==> config.mk <==
export PLATFORM = sky130hd
export DESIGN_NAME = mvu_top_flat
export DESIGN_NICKNAME = d
export VERILOG_FILES = /design/src/rtl/mvu_if.sv /design/src/rtl/mvu_top.sv /design/src/flat_wrapper.sv
export SDC_FILE = /design/constraint.sdc
export NUM_CORES = 2
export LEC_CHECK = 0
export ABC_AREA = 1
export CAP_MARGIN = 20
export CORE_MARGIN = 2
export CORE_UTILIZATION = 30
export CTS_CLUSTER_SIZE = 20
export DETAILED_ROUTE_END_ITERATION = 10
export SLEW_MARGIN = 20
export SYNTH_ARGS = -nofsm -noshare
export SYNTH_HDL_FRONTEND = slang
export SYNTH_SLANG_ARGS = --single-unit
==> constraint.sdc <==
create_clock -name clk -period 9.4 [get_ports clk]
set_input_delay 2.35 -clock clk [delete_from_list [all_inputs] [get_ports clk]]
set_output_delay 2.35 -clock clk [all_outputs]
set_load 0.005 [all_outputs]
==> src/rtl/mvu_if.sv <==
// mvu_if: host-side bus of the matrix-vector unit (memory load ports,
// configuration, start/busy/done handshake and output read port).
interface mvu_if #(
  parameter int N   = 8,
  parameter int M   = 8,
  parameter int DW  = 8,
  parameter int SCW = 16,
  parameter int BW  = 32,
  parameter int OW  = 16
) ();
  localparam int AW = $clog2(M * N);
  localparam int NW = $clog2(N);
  localparam int RW = $clog2(M);

  logic                  wmem_we;
  logic [AW-1:0]         wmem_addr;
  logic signed [DW-1:0]  wmem_wdata;
  logic                  dmem_we;
  logic [NW-1:0]         dmem_addr;
  logic signed [DW-1:0]  dmem_wdata;
  logic [RW:0]           cfg_rows;
  logic signed [SCW-1:0] cfg_scaler;
  logic signed [BW-1:0]  cfg_bias;
  logic [4:0]            cfg_shift;
  logic                  start;
  logic                  busy;
  logic                  done;
  logic [RW-1:0]         omem_raddr;
  logic signed [OW-1:0]  omem_rdata;

  modport master (
    output wmem_we, wmem_addr, wmem_wdata, dmem_we, dmem_addr, dmem_wdata,
    output cfg_rows, cfg_scaler, cfg_bias, cfg_shift, start, omem_raddr,
    input  busy, done, omem_rdata
  );

  modport slave (
    input  wmem_we, wmem_addr, wmem_wdata, dmem_we, dmem_addr, dmem_wdata,
    input  cfg_rows, cfg_scaler, cfg_bias, cfg_shift, start, omem_raddr,
    output busy, done, omem_rdata
  );
endinterface

==> src/rtl/mvu_top.sv <==
// mvu_top: matrix-vector unit computing, per row,
//   y = sat(((W*x) * scaler + bias) >>> shift)
// Build option: define MVU_RELU_EN to replace negative results by zero
// before write-back (timing unchanged).
module mvu_top #(
  parameter int N    = 8,
  parameter int M    = 8,
  parameter int DW   = 8,
  parameter int ACCW = 32,
  parameter int SCW  = 16,
  parameter int BW   = 32,
  parameter int OW   = 16
) (
  input  logic clk,
  input  logic rst_n,
  mvu_if.slave bus
);
  localparam int NW = $clog2(N);
  localparam int RW = $clog2(M);
  localparam int PW = 2 * DW;
  localparam int TW = ACCW + SCW;
  localparam logic signed [TW-1:0] SAT_MAX = TW'((32'sd1 <<< (OW - 1)) - 32'sd1);
  localparam logic signed [TW-1:0] SAT_MIN = TW'(-(32'sd1 <<< (OW - 1)));

  typedef enum logic [2:0] {
    S_IDLE  = 3'd0,
    S_MAC   = 3'd1,
    S_SCALE = 3'd2,
    S_WRITE = 3'd3,
    S_DONE  = 3'd4
  } state_t;

  state_t state_r, next_state_s;

  logic signed [DW-1:0]   wmem_r [M*N];
  logic signed [DW-1:0]   dmem_r [N];
  logic signed [OW-1:0]   omem_r [M];

  logic [RW:0]            rows_r;
  logic signed [SCW-1:0]  scaler_r;
  logic signed [BW-1:0]   bias_r;
  logic [4:0]             shift_r;
  logic [RW-1:0]          row_r;
  logic [NW-1:0]          col_r;
  logic signed [ACCW-1:0] acc_r;
  logic signed [OW-1:0]   res_r;
  logic signed [OW-1:0]   rdata_r;
  logic                   busy_r, done_r;
  logic                   busy_s, done_s;

  logic [RW:0]            rows_clamp_s;
  logic                   last_row_s;
  logic signed [PW-1:0]   w_s, x_s, prod_s;
  logic signed [ACCW-1:0] prod_ext_s;
  logic signed [TW-1:0]   acc_ext_s, scl_ext_s, bias_ext_s, t_s, t_sh_s;
  logic signed [OW-1:0]   sat_s, res_s;

  // Clamp a wide value to the signed output range.
  function automatic logic signed [OW-1:0] sat_fn(input logic signed [TW-1:0] v);
    logic signed [OW-1:0] r;
    if (v > SAT_MAX) begin
      r = {1'b0, {(OW-1){1'b1}}};
    end else if (v < SAT_MIN) begin
      r = {1'b1, {(OW-1){1'b0}}};
    end else begin
      r = v[OW-1:0];
    end
    return r;
  endfunction

  // Row-count clamp and last-row detection.
  always_comb begin
    if (bus.cfg_rows > (RW+1)'(M)) begin
      rows_clamp_s = (RW+1)'(M);
    end else begin
      rows_clamp_s = bus.cfg_rows;
    end
    last_row_s = (({1'b0, row_r} + (RW+1)'(1)) >= rows_r);
  end

  // MAC product and scale/bias/shift/saturate datapath.
  always_comb begin
    w_s        = PW'(wmem_r[{row_r, col_r}]);
    x_s        = PW'(dmem_r[col_r]);
    prod_s     = w_s * x_s;
    prod_ext_s = {{(ACCW-PW){prod_s[PW-1]}}, prod_s};
    acc_ext_s  = {{SCW{acc_r[ACCW-1]}}, acc_r};
    scl_ext_s  = {{ACCW{scaler_r[SCW-1]}}, scaler_r};
    bias_ext_s = {{(TW-BW){bias_r[BW-1]}}, bias_r};
    t_s        = acc_ext_s * scl_ext_s + bias_ext_s;
    t_sh_s     = t_s >>> shift_r;
    sat_s      = sat_fn(t_sh_s);
`ifdef MVU_RELU_EN
    if (sat_s[OW-1]) begin
      res_s = {OW{1'b0}};
    end else begin
      res_s = sat_s;
    end
`else
    res_s = sat_s;
`endif
  end

  // FSM next-state logic; start is only honoured in IDLE.
  always_comb begin
    next_state_s = state_r;
    case (state_r)
      S_IDLE: begin
        if (bus.start) begin
          if (rows_clamp_s == (RW+1)'(0)) begin
            next_state_s = S_DONE;
          end else begin
            next_state_s = S_MAC;
          end
        end else begin
          next_state_s = S_IDLE;
        end
      end
      S_MAC: begin
        if (col_r == NW'(N - 1)) begin
          next_state_s = S_SCALE;
        end else begin
          next_state_s = S_MAC;
        end
      end
      S_SCALE: next_state_s = S_WRITE;
      S_WRITE: begin
        if (last_row_s) begin
          next_state_s = S_DONE;
        end else begin
          next_state_s = S_MAC;
        end
      end
      S_DONE:  next_state_s = S_IDLE;
      default: next_state_s = S_IDLE;
    endcase
  end

  // FSM output decode from the upcoming state, so busy/done can be registered.
  always_comb begin
    busy_s = 1'b0;
    done_s = 1'b0;
    case (next_state_s)
      S_MAC, S_SCALE, S_WRITE: busy_s = 1'b1;
      S_DONE:                  done_s = 1'b1;
      default: begin
        busy_s = 1'b0;
        done_s = 1'b0;
      end
    endcase
  end

  // State register and registered handshake outputs.
  always_ff @(posedge clk or negedge rst_n) begin
    if (!rst_n) begin
      state_r <= S_IDLE;
      busy_r  <= 1'b0;
      done_r  <= 1'b0;
    end else begin
      state_r <= next_state_s;
      busy_r  <= busy_s;
      done_r  <= done_s;
    end
  end

  // Configuration latch, row/column counters and accumulator.
  always_ff @(posedge clk or negedge rst_n) begin
    if (!rst_n) begin
      rows_r   <= '0;
      scaler_r <= '0;
      bias_r   <= '0;
      shift_r  <= 5'd0;
      row_r    <= '0;
      col_r    <= '0;
      acc_r    <= '0;
      res_r    <= '0;
    end else begin
      case (state_r)
        S_IDLE: begin
          if (bus.start) begin
            rows_r   <= rows_clamp_s;
            scaler_r <= bus.cfg_scaler;
            bias_r   <= bus.cfg_bias;
            shift_r  <= bus.cfg_shift;
            row_r    <= '0;
            col_r    <= '0;
            acc_r    <= '0;
          end
        end
        S_MAC: begin
          acc_r <= acc_r + prod_ext_s;
          col_r <= col_r + NW'(1);
        end
        S_SCALE: res_r <= res_s;
        S_WRITE: begin
          acc_r <= '0;
          col_r <= '0;
          if (!last_row_s) begin
            row_r <= row_r + RW'(1);
          end
        end
        default: ;
      endcase
    end
  end

  // Memory arrays (not reset); host loads are accepted only in IDLE.
  always_ff @(posedge clk) begin
    if (state_r == S_IDLE && bus.wmem_we) begin
      wmem_r[bus.wmem_addr] <= bus.wmem_wdata;
    end
    if (state_r == S_IDLE && bus.dmem_we) begin
      dmem_r[bus.dmem_addr] <= bus.dmem_wdata;
    end
    if (state_r == S_WRITE) begin
      omem_r[row_r] <= res_r;
    end
  end

  // Registered output read port (old data when reading a row being written).
  always_ff @(posedge clk or negedge rst_n) begin
    if (!rst_n) begin
      rdata_r <= '0;
    end else begin
      rdata_r <= omem_r[bus.omem_raddr];
    end
  end

  assign bus.busy       = busy_r;
  assign bus.done       = done_r;
  assign bus.omem_rdata = rdata_r;
endmodule

==> src/flat_wrapper.sv <==
// flat-port wrapper written by rule: the top's interface ports become plain ports
module mvu_top_flat 
#(
  parameter int N    = 8,
  parameter int M    = 8,
  parameter int DW   = 8,
  parameter int ACCW = 32,
  parameter int SCW  = 16,
  parameter int BW   = 32,
  parameter int OW   = 16
)
  (clk, rst_n, bus_wmem_we, bus_wmem_addr, bus_wmem_wdata, bus_dmem_we, bus_dmem_addr, bus_dmem_wdata, bus_cfg_rows, bus_cfg_scaler, bus_cfg_bias, bus_cfg_shift, bus_start, bus_omem_raddr, bus_busy, bus_done, bus_omem_rdata);
  mvu_if #(.N(N), .M(M), .DW(DW), .SCW(SCW), .BW(BW), .OW(OW)) bus_i ();
  input  logic clk;
  input  logic rst_n;
  input wire logic [$bits(bus_i.wmem_we)-1:0] bus_wmem_we;
  input wire logic [$bits(bus_i.wmem_addr)-1:0] bus_wmem_addr;
  input wire logic [$bits(bus_i.wmem_wdata)-1:0] bus_wmem_wdata;
  input wire logic [$bits(bus_i.dmem_we)-1:0] bus_dmem_we;
  input wire logic [$bits(bus_i.dmem_addr)-1:0] bus_dmem_addr;
  input wire logic [$bits(bus_i.dmem_wdata)-1:0] bus_dmem_wdata;
  input wire logic [$bits(bus_i.cfg_rows)-1:0] bus_cfg_rows;
  input wire logic [$bits(bus_i.cfg_scaler)-1:0] bus_cfg_scaler;
  input wire logic [$bits(bus_i.cfg_bias)-1:0] bus_cfg_bias;
  input wire logic [$bits(bus_i.cfg_shift)-1:0] bus_cfg_shift;
  input wire logic [$bits(bus_i.start)-1:0] bus_start;
  input wire logic [$bits(bus_i.omem_raddr)-1:0] bus_omem_raddr;
  output wire logic [$bits(bus_i.busy)-1:0] bus_busy;
  output wire logic [$bits(bus_i.done)-1:0] bus_done;
  output wire logic [$bits(bus_i.omem_rdata)-1:0] bus_omem_rdata;
  assign bus_i.wmem_we = bus_wmem_we;
  assign bus_i.wmem_addr = bus_wmem_addr;
  assign bus_i.wmem_wdata = bus_wmem_wdata;
  assign bus_i.dmem_we = bus_dmem_we;
  assign bus_i.dmem_addr = bus_dmem_addr;
  assign bus_i.dmem_wdata = bus_dmem_wdata;
  assign bus_i.cfg_rows = bus_cfg_rows;
  assign bus_i.cfg_scaler = bus_cfg_scaler;
  assign bus_i.cfg_bias = bus_cfg_bias;
  assign bus_i.cfg_shift = bus_cfg_shift;
  assign bus_i.start = bus_start;
  assign bus_i.omem_raddr = bus_omem_raddr;
  assign bus_busy = bus_i.busy;
  assign bus_done = bus_i.done;
  assign bus_omem_rdata = bus_i.omem_rdata;
  mvu_top #(.N(N), .M(M), .DW(DW), .ACCW(ACCW), .SCW(SCW), .BW(BW), .OW(OW)) u_core (.clk(clk), .rst_n(rst_n), .bus(bus_i));
endmodule
==> impl_results.md <==
* Grt total ovfl at 0
* Post-CTS Resized at 0
* Setup Fix Bufs, Post-CTS at 0
* CTS Buf Count at 95
* Skew-Pair Late Insertion Delay at ~0.73 ns
* Layout area overhead at 11.0%
* CP required at around 10 ns
* Worst hold path type: flip-flop to flip-flop
* Worst Skew at between 0.05 and 0.06 ns
* Worst hold margin at ~0.5 ns
* Max FO, Critical Path at 52
* Htree depth at 3
* Vias per cell at between 4 and 5
* Post-synthesis cell count at 6835
* Diodes inserted at 0
* Wire per inst at 18.5 um
* Vias at between 40000 and 50000
* Number of port buffers at about 110
* DRC viols at 0
* CTS tree: yes
* Final setup fails at 0
* Initial cell density of the core at 30.1%
* Worst setup path category: flip-flop to flip-flop
* Final Hold Fails at 0
* FF+latch count, synth at ~840
* Slew margin rel. at 26.2%
* YS warnings at 0
* Core region area at between 0.2 and 0.25 mm2
* Final HPWL DP at around 130000 um
* Worst setup EP type: flip-flop
* IO Pins at between 100 and 150
* Fin crit share at around nine tenths
* Die Wd at 460 um
* Clock Path Buffers at 3
* Most used cell, CP: nand2_1
* Routability Congestion at roughly 0.95
* Largest net degree at the start of global routing at 157
* Leakage power at between 30 and 40 nW
* Syn avg cell area at between 9 and 10 um2
* Die Area at about 0.21 mm2
* First DRT Iteration DRCs at 3875
* Ys flop type: edfxtp_1
* Crit path buffers/inverters at 6
* Maximum VDD drop at 0.000142 V
* Post-synthesis cell type count at 50
* Worst path max stage delay at slightly below 0.8 ns
* Setup Total Neg Slack at 0 ns
* Layout cell share with drive strength beyond 1 at 5.50%
* CP Launch Type: flip-flop
* Clock sink count at 836
* Die Span Y at roughly 460 um
* Status: finished clean
* PwrDens at roughly 110 mW/mm2
* Crit path max-delay family: adder cells
* Worst-Margin Slew at 1.11 ns
* Max-cap viol count at 0
* CTS root buf: clkbuf_16
* All-Layer GR Usage at roughly 17%
* Share of flip-flops with an asynchronous set or reset at 15.8%
* Antenna viol nets, final at 0
* Most frequent cells in the layout: nand2_1 (1504), inv_1 (1204), edfxtp_1 (704), nor2_1 (660), fa_1 (657)
* CP arrival at 9.06 ns
* Antenna violations before repair at 5
* Mapped Area at between 0.06 and 0.07 mm2
* Commonest non-fill, non-tap cell in the layout: nand2_1
* Final WL at roughly 180000 um
* Number of global-route vias before repair at 47900
* Fin. max-slew vios at 0
* Sequential fraction of the synthesis area at 39.2%
* Syn_nets at about 8000
* Hold-fix buffers, CTS at 0
* Nets at 7717
* Fmax at 0.118 GHz
* Num rows at 167
* Slowest-stage cell, CP: dfrtp_4
* Number of synthesized flops with an enable pin at between 700 and 800
* Clk slew on worst S/H paths at around 0.06 ns
* RSZ-0062 raised after global routing: no
* DRT Pass-1 Iters at 6
* First-pass GRT wire length at ~280000 um
* Tmin final at roughly 8.5 ns
==> Yosys cell counts, drive strengths merged (4+ instances only) <==
library cell	n	share of area (%)
dfrtp	132	5.3
inv	1232	7.4
ha	192	3.9
a21oi	97	0.86
o221ai	92	1.3
fa	657	21
o21bai	7	0.084
nor2	683	4.2
edfxtp	704	34
a31oi	25	0.25
buf	50	0.38
clkbuf	300	1.8
o22ai	70	0.70
nand3	433	3.6
o21ai	459	3.7
nand4	37	0.37
nand2	1542	9.5
nor3	17	0.18
xnor2	15	0.21
o211ai	46	0.55
xor2	21	0.30
clkinv	4	0.024
==> path summary, 6_finish.rpt <==
kind	startpoint	to	slack (ns)	depth (start not counted)
min in group asynchronous	rst_n	u_core.bias_r[21]$_DFFE_PN0P_	1.49	1
worst min register to register	u_core.bias_r[10]$_DFFE_PN0P_	u_core.bias_r[10]$_DFFE_PN0P_	0.49	2
worst min-delay path	u_core.bias_r[10]$_DFFE_PN0P_	u_core.bias_r[10]$_DFFE_PN0P_	0.49	2
max in group asynchronous	rst_n	u_core.col_r[2]$_DFFE_PN0P_	6.71	2
worst max register to register	u_core.col_r[1]$_DFFE_PN0P_	u_core.acc_r[30]$_DFFE_PN0P_	0.94	36
worst max-delay path	u_core.col_r[1]$_DFFE_PN0P_	u_core.acc_r[30]$_DFFE_PN0P_	0.94	36
==> sequential cells by signal, summed over array words and instances, names as in the netlist, 4 cells and up <==
name	cells
u_core.omem_r	128
u_core.scaler_r	16
u_core.dmem_r	64
u_core.shift_r	5
u_core.bus.omem_rdata	16
u_core.res_r	16
u_core.wmem_r	512
u_core.bias_r	32
u_core.rows_r	4
u_core.acc_r	32
==> kinds of logic (layout without fill, tap and decap cells) <==
family,count (synthesis),count (layout),share of synthesized area [%]
muxes,3,3,0.0482
xor gates and xnor gates,36,36,0.506
AOI/OAI and AO/OA,808,808,7.60
buffers and inverters,1586,1603,9.64
DFF,836,836,39.2
adders and majority gates,849,849,25.0
and+or+nand+nor,2717,2717,18.0
==> tightest hold or removal path: stages (launching register included) <==
cell	delay, ns
dfrtp_1	0.35
nand2_1	0.05
nand2_1	0.06
==> metal layers <==
layer / GRT usage [%] / part of all wire [%] / vias to the layer above
met4: 5.30 / 3.2 / 8
li1: - / - / 21500
met3: 2.33 / 5.7 / 268
met5: 0 / 0.031 / -
met2: 28.6 / 49 / 1338
met1: 21.9 / 43 / 23000
==> cell type report <==
type	instances	area [um2]
clock buffer	131	2580
clock inverter	40	405
fill	21000	138000
inverter	1236	4650
multi-input combinational	4413	31900
sequential	836	24500
tap	2704	3380
timing repair buffer	196	1760
==> where the power goes <==
| part | switching, mW | total (mW) | internal (mW) |
|---|---|---|---|
| Combinational | 0.107 | 0.163 | 0.0565 |
| Clock | 1.60 | 3.60 | 2.00 |
| Sequential | 0.00198 | 4.02 | 4.02 |
==> through the flow <==
stage          std cells  total power [mW]  util [%]  cell area [um2]  worst slack [ns]
6_report            9556              7.79      33.4            69100             0.941
5_1_grt             9556              7.99      33.4            69100             0.301
4_1_cts             9556              7.87      33.4            69100              1.07
3_5_place_dp        9385              4.26      32.0            66100              1.10
3_3_place_gp        9385              4.26      32.0            66100              1.06
2_1_floorplan       6835              4.13         -            62300             0.357
(Power assumes the default switching activity.)
